===== config.mk =====
export PLATFORM = sky130hd
export DESIGN_NAME = parking_time_recorder
export DESIGN_NICKNAME = d
export VERILOG_FILES = /design/src/rtl/parking_time_recorder.sv
export SDC_FILE = /design/constraint.sdc
export NUM_CORES = 1
export LEC_CHECK = 0
export CAP_MARGIN = 5
export CELL_PAD_IN_SITES_DETAIL_PLACEMENT = 1
export CELL_PAD_IN_SITES_GLOBAL_PLACEMENT = 1
export CORE_MARGIN = 2
export CORE_UTILIZATION = 45
export DETAILED_ROUTE_END_ITERATION = 10
export GPL_ROUTABILITY_DRIVEN = 1
export PLACE_DENSITY_LB_ADDON = 0.1
export SKIP_CTS_REPAIR_TIMING = 1
export SYNTH_ARGS = -nofsm -noshare
export SYNTH_HDL_FRONTEND = slang
export SYNTH_SLANG_ARGS = --single-unit

===== constraint.sdc =====
create_clock -name clk -period 2.3 [get_ports clk]
set_input_delay 0.345 -clock clk [delete_from_list [all_inputs] [get_ports clk]]
set_output_delay 0.345 -clock clk [all_outputs]
set_load 0.005 [all_outputs]

===== src/rtl/parking_time_recorder.sv =====
`default_nettype none
// ============================================================================
// Module      : parking_time_recorder
// Description : Free-running time base plus per-slot entry stamps. On exit,
//               presents the (time_in, time_out) pair with a valid/ready hold.
// Revision    : 1.0 - initial release
// ============================================================================
module parking_time_recorder #(
    parameter int SLOTS    = 4,
    parameter int SLOT_W   = 2,
    parameter int TIME_W   = 8,
    parameter int TICK_DIV = 10
) (
    input  logic              clk,
    input  logic              rst_n,
    input  logic              car_enter,
    input  logic [SLOT_W-1:0] enter_slot,
    input  logic              car_exit,
    input  logic [SLOT_W-1:0] exit_slot,
    input  logic              stamp_ready,
    output logic [TIME_W-1:0] time_now,
    output logic [TIME_W-1:0] time_in,
    output logic [TIME_W-1:0] time_out,
    output logic              stamp_valid,
    output logic              exit_ready,
    output logic [SLOTS-1:0]  occupied,
    output logic              err
);

    localparam int                    c_presc_w   = (TICK_DIV > 1) ? $clog2(TICK_DIV) : 1;
    localparam logic [c_presc_w-1:0]  c_presc_max = c_presc_w'(TICK_DIV - 1);
    localparam logic [SLOT_W:0]       c_slots     = (SLOT_W + 1)'(SLOTS);

    typedef enum logic [0:0] {
        ST_IDLE = 1'b0,
        ST_HOLD = 1'b1
    } state_t;

    state_t              r_state;
    state_t              w_state_next;
    logic [c_presc_w-1:0] r_presc;
    logic [TIME_W-1:0]   r_time_now;
    logic [TIME_W-1:0]   r_table [SLOTS];
    logic [SLOTS-1:0]    r_occupied;
    logic [SLOTS-1:0]    w_occ_next;
    logic [TIME_W-1:0]   r_time_in;
    logic [TIME_W-1:0]   r_time_out;
    logic                r_err;

    logic                w_tick;
    logic                w_enter_in_range;
    logic                w_exit_in_range;
    logic                w_exit_hit;
    logic                w_exit_ok;
    logic                w_enter_ok;
    logic                w_same_slot;
    logic                w_err_next;
    logic                w_exit_ready;

    // ------------------------------------------------------------------
    // Time base
    // ------------------------------------------------------------------
    assign w_tick = (r_presc == c_presc_max);

    always_ff @(posedge clk or negedge rst_n) begin
        if (!rst_n) begin
            r_presc    <= '0;
            r_time_now <= '0;
        end else if (w_tick) begin
            r_presc    <= '0;
            r_time_now <= r_time_now + TIME_W'(1);
        end else begin
            r_presc    <= r_presc + c_presc_w'(1);
        end
    end

    // ------------------------------------------------------------------
    // Request qualification
    // ------------------------------------------------------------------
    assign w_enter_in_range = ({1'b0, enter_slot} < c_slots);
    assign w_exit_in_range  = ({1'b0, exit_slot} < c_slots);
    assign w_exit_hit       = w_exit_in_range && r_occupied[exit_slot];
    assign w_same_slot      = (enter_slot == exit_slot);

    // An occupied slot may be re-entered only in the cycle it is being vacated.
    assign w_enter_ok = car_enter && w_enter_in_range &&
                        (!r_occupied[enter_slot] || (w_exit_ok && w_same_slot));

    assign w_err_next = (car_enter && !w_enter_ok) || (car_exit && !w_exit_ok);

    // ------------------------------------------------------------------
    // Exit handshake FSM
    // ------------------------------------------------------------------
    always_ff @(posedge clk or negedge rst_n) begin
        if (!rst_n) begin
            r_state <= ST_IDLE;
        end else begin
            r_state <= w_state_next;
        end
    end

    always_comb begin
        w_state_next = r_state;
        w_exit_ready = 1'b0;
        w_exit_ok    = 1'b0;
        case (r_state)
            ST_IDLE: begin
                w_exit_ready = 1'b1;
                w_exit_ok    = car_exit && w_exit_hit;
                if (w_exit_ok) begin
                    w_state_next = ST_HOLD;
                end
            end
            ST_HOLD: begin
                if (stamp_ready) begin
                    w_state_next = ST_IDLE;
                end
            end
            default: begin
                w_state_next = ST_IDLE;
            end
        endcase
    end

    // ------------------------------------------------------------------
    // Occupancy, entry table and stamp registers
    // ------------------------------------------------------------------
    always_comb begin
        w_occ_next = r_occupied;
        for (int i = 0; i < SLOTS; i++) begin
            if (w_exit_ok && (exit_slot == SLOT_W'(i))) begin
                w_occ_next[i] = 1'b0;
            end
            // Set wins so a same-slot exit+entry leaves the slot occupied.
            if (w_enter_ok && (enter_slot == SLOT_W'(i))) begin
                w_occ_next[i] = 1'b1;
            end
        end
    end

    always_ff @(posedge clk or negedge rst_n) begin
        if (!rst_n) begin
            r_occupied <= '0;
            r_err      <= 1'b0;
            r_time_in  <= '0;
            r_time_out <= '0;
            for (int i = 0; i < SLOTS; i++) begin
                r_table[i] <= '0;
            end
        end else begin
            r_occupied <= w_occ_next;
            r_err      <= w_err_next;
            if (w_enter_ok) begin
                r_table[enter_slot] <= r_time_now;
            end
            if (w_exit_ok) begin
                r_time_in  <= r_table[exit_slot];
                r_time_out <= r_time_now;
            end
        end
    end

    assign time_now    = r_time_now;
    assign time_in     = r_time_in;
    assign time_out    = r_time_out;
    assign stamp_valid = (r_state == ST_HOLD);
    assign exit_ready  = w_exit_ready;
    assign occupied    = r_occupied;
    assign err         = r_err;

endmodule
`default_nettype wire

==> results summary <==
The flow ran to the end, and the final reports show no timing, DRC or antenna violations. TritonCTS built the clock tree. Setup repair after global routing left no endpoint under its margin. The commonest cells after synthesis are sky130_fd_sc_hd__dfrtp_1 (66), sky130_fd_sc_hd__mux2_2 (50), sky130_fd_sc_hd__mux4_2 (9). The total of buffers placed on input and output ports is 39.

The initial standard-cell utilization of the core came out at 0.465. In this run the critical register-to-register path is captured at r_table[10]. Clock latency on the worst-skew pair, taken at its later pin, is around 0.34 ns. The largest driver fanout on the critical path is 9. The number of cells produced by synthesis is 194. The critical path ends at r_table[10].

The net count reported at finish came out at 262. CTS saw 66 sinks. The die width is 84.8 um. The shortest period the worst path allows is 2.04 ns.

The number of nets still failing antenna checks after routing came out at 0. The worst setup path is of the in2reg kind. The clock tree root buffer cell is sky130_fd_sc_hd__clkbuf_8. Of the post-synthesis cell area, the dominant cell type holds 0.562. The floorplan die height is 84.8 um. The area of the die came out at between 7000 and 8000 um^2.

The final worst slack came out at about 0.26 ns. The number of warnings issued by yosys came out at 0. In this run the worst hold path is classified as in2async.

The core region is 6310 um^2. Once layout is done, the placed cells without fillers occupy about 3700 um^2. The max capacitance violation total is 0. The post-synthesis to final-layout area growth is 25.3%. By instance count, the leading cell after synthesis is sky130_fd_sc_hd__dfrtp_1.

The count of endpoints failing setup in the final report came out at 0. The static leakage came out at 1.68 nW. The setup slack at placement came out at -0.129 ns.

The critical path starts at enter_slot[0]. Across the VDD grid, the largest voltage drop is 532 uV. The top flip-flop cell by instance count after synthesis is sky130_fd_sc_hd__dfrtp_1. The count of state elements after synthesis is 66.

The initial antenna violation count is 0. The H-tree was split into 3 levels. The I/O pin count is 40.

After global routing the overflow that remains totals 0. The DRC violation total after the first TritonRoute iteration came out at 54. The hold violation count in the final report is 0. STA puts the critical path data required time at 2.52 ns. STA classifies the critical path startpoint as a primary input. The worst path arrival time is about 2.3 ns. Before antenna repair, the detailed router went through 4 iterations. The power per standard cell area is 853 nW/um^2.

Dividing the detail-routed via count by the number of cells gives roughly 5.3. Yosys mapped a number of flops with a built-in enable equal to 0. The async set or reset register ratio after synthesis came out at 1.00. The count of inserted antenna diode cells is 0. After clock tree synthesis, the clock-pin slew on the worst setup and hold paths is approximately 0.070 ns. The slew at the pin with the worst max-slew slack is 0.510 ns. Of the available clock period, the critical path in the final layout requires 0.889. The startpoint identified for the worst register-to-register timing path is occupied[3]. The biggest area contributor in the post-synthesis netlist is sky130_fd_sc_hd__dfrtp_1. Yosys attributes the largest share of cell area to sky130_fd_sc_hd__dfrtp_1 (56%), sky130_fd_sc_hd__mux2_2 (19%), sky130_fd_sc_hd__mux4_2 (6.9%). The residual DRC count came out at 0. The core occupancy in the finished layout came out at 0.583. The weighted congestion reported at the end of routability-driven placement came out at 0.725. The aggregate global-route resource usage is 0.197. The worst setup path is captured at a register.

The via count of the first global-routing pass came out at about 2000. The number of library cell types mapped by synthesis came out at 37. After routing, the total negative slack on setup checks comes to 0 ns.

The number of cells traversed by the worst register-to-register path came out at 5. The largest net degree at the start of global routing is 67. The register-to-register setup slack came out at 0.42 ns. The routed wirelength normalized by instance count came out at 18.6 um.

The number of filler cells placed in the layout is 631. The sequential-to-total area share from yosys stat is 0.562. Clock skew on the completed layout was measured at about 0.012 ns. Once placement finished, the instance area stood at 3520 um^2. The netlist area before placement is 2940 um^2.

The clock passes through at most 2 buffers. The total count of max-transition violations in the final report is 0. The TritonCTS buffer count is 9. The maximum clock frequency came out at 489 MHz.

A synthesized cell averages approximately 15 um^2. The total placed cells including tap cells is 318. The final layout contains routed wiring with a total length of around 6000 um. Row generation in the floorplan step produced 29 rows. Of the cells placed in the final design, the portion with a size suffix greater than 1 is 0.380. The normalized max-slew margin came out at 0.660.

The count of vias placed by the detailed router is about 1800. The wire length of the first global-routing pass is ~11000 um. The synthesized netlist net count is around 200. The final standard cell count with taps included and fillers excluded is 332. Summed over all nets, the half-perimeter wirelength after detailed placement is 4330 um.
cells in the final DEF (no fill, tap or decap), types with 3 or more instances in the layout:
cell type                         netlist  routed
sky130_fd_sc_hd__clkdlybuf4s50_1        0      38
sky130_fd_sc_hd__nand3_1                3       3
sky130_fd_sc_hd__nand2_1                8       8
sky130_fd_sc_hd__o21ai_0                6       6
sky130_fd_sc_hd__buf_12                 0       3
sky130_fd_sc_hd__buf_4                  1      13
sky130_fd_sc_hd__mux4_2                 9       9
sky130_fd_sc_hd__clkbuf_8               0      10
sky130_fd_sc_hd__xor2_1                 4       4
sky130_fd_sc_hd__xnor2_1                6       6
sky130_fd_sc_hd__mux2_2                50      50
sky130_fd_sc_hd__dfrtp_1               66      66
sky130_fd_sc_hd__mux2i_1                3       3
sky130_fd_sc_hd__inv_1                  5       5
cell type report:
class | count | area, um^2 | share of cell area
repair buffers | 55 | 543 | 0.148
multi-input cells | 115 | 1210 | 0.329
inverters | 5 | 18.8 | 0.00510
clock inverters | 3 | 17.5 | 0.00476
well taps | 77 | 96.3 | 0.0262
flip-flops and latches | 66 | 1650 | 0.449
clock buffers | 11 | 141 | 0.0384
cells by family after synthesis:
group                    share of synthesized area
buffers and inverters                       0.0251
XOR/XNOR                                    0.0298
flip-flops                                   0.562
multiplexers                                 0.271
adder cells (fa/ha/maj)                    0.00426
AO/OA/AOI/OAI                               0.0533
AND/OR/NAND/NOR                             0.0541
metal layers:
layer,vias up,global-route usage,wire [um]
met5,-,0,0
met4,0,0.0736,81
met3,4,0.0580,229
met2,31,0.324,3200
met1,918,0.246,2660
li1,822,-,-
how the worst min path moves through the flow:
| stage | startpoint | end | slack (ns) |
|---|---|---|---|
| after floorplan | rst_n | err | 0.05 |
| after global placement | rst_n | err | 0.39 |
| after detailed placement | rst_n | err | 0.39 |
| after CTS | rst_n | r_table[28] | 0.03 |
| after global routing | rst_n | r_table[28] | 0.03 |
| final | rst_n | r_table[28] | 0.02 |
state kept, by name, indices dropped and copies added (netlist names):
name and count:
r_table 32, stamp_valid 1, time_now 8, err 1
time_out 8, r_presc 4, occupied 4, time_in 8
per-stage QoR:
step           hold WS, ns  total power (W)
2_1_floorplan       0.0494          0.00195
4_1_cts             0.0290          0.00319
6_report            0.0195          0.00314
5_1_grt             0.0330          0.00332
3_3_place_gp         0.385          0.00233
3_5_place_dp         0.395          0.00237
report_power, final:
group          switching (W)  total, W  internal [W]
Sequential          0.000128   0.00150       0.00137
Clock               0.000404  0.000808      0.000405
Combinational       0.000313  0.000834      0.000521
critical path, stage by stage:
cell	delay [ns]
sky130_fd_sc_hd__clkdlybuf4s50_1	0.53
sky130_fd_sc_hd__mux4_2	0.61
sky130_fd_sc_hd__nor3_2	0.27
sky130_fd_sc_hd__a31oi_4	0.06
sky130_fd_sc_hd__buf_12	0.17
sky130_fd_sc_hd__mux2_2	0.27
Power figures use the tool's default switching activity.
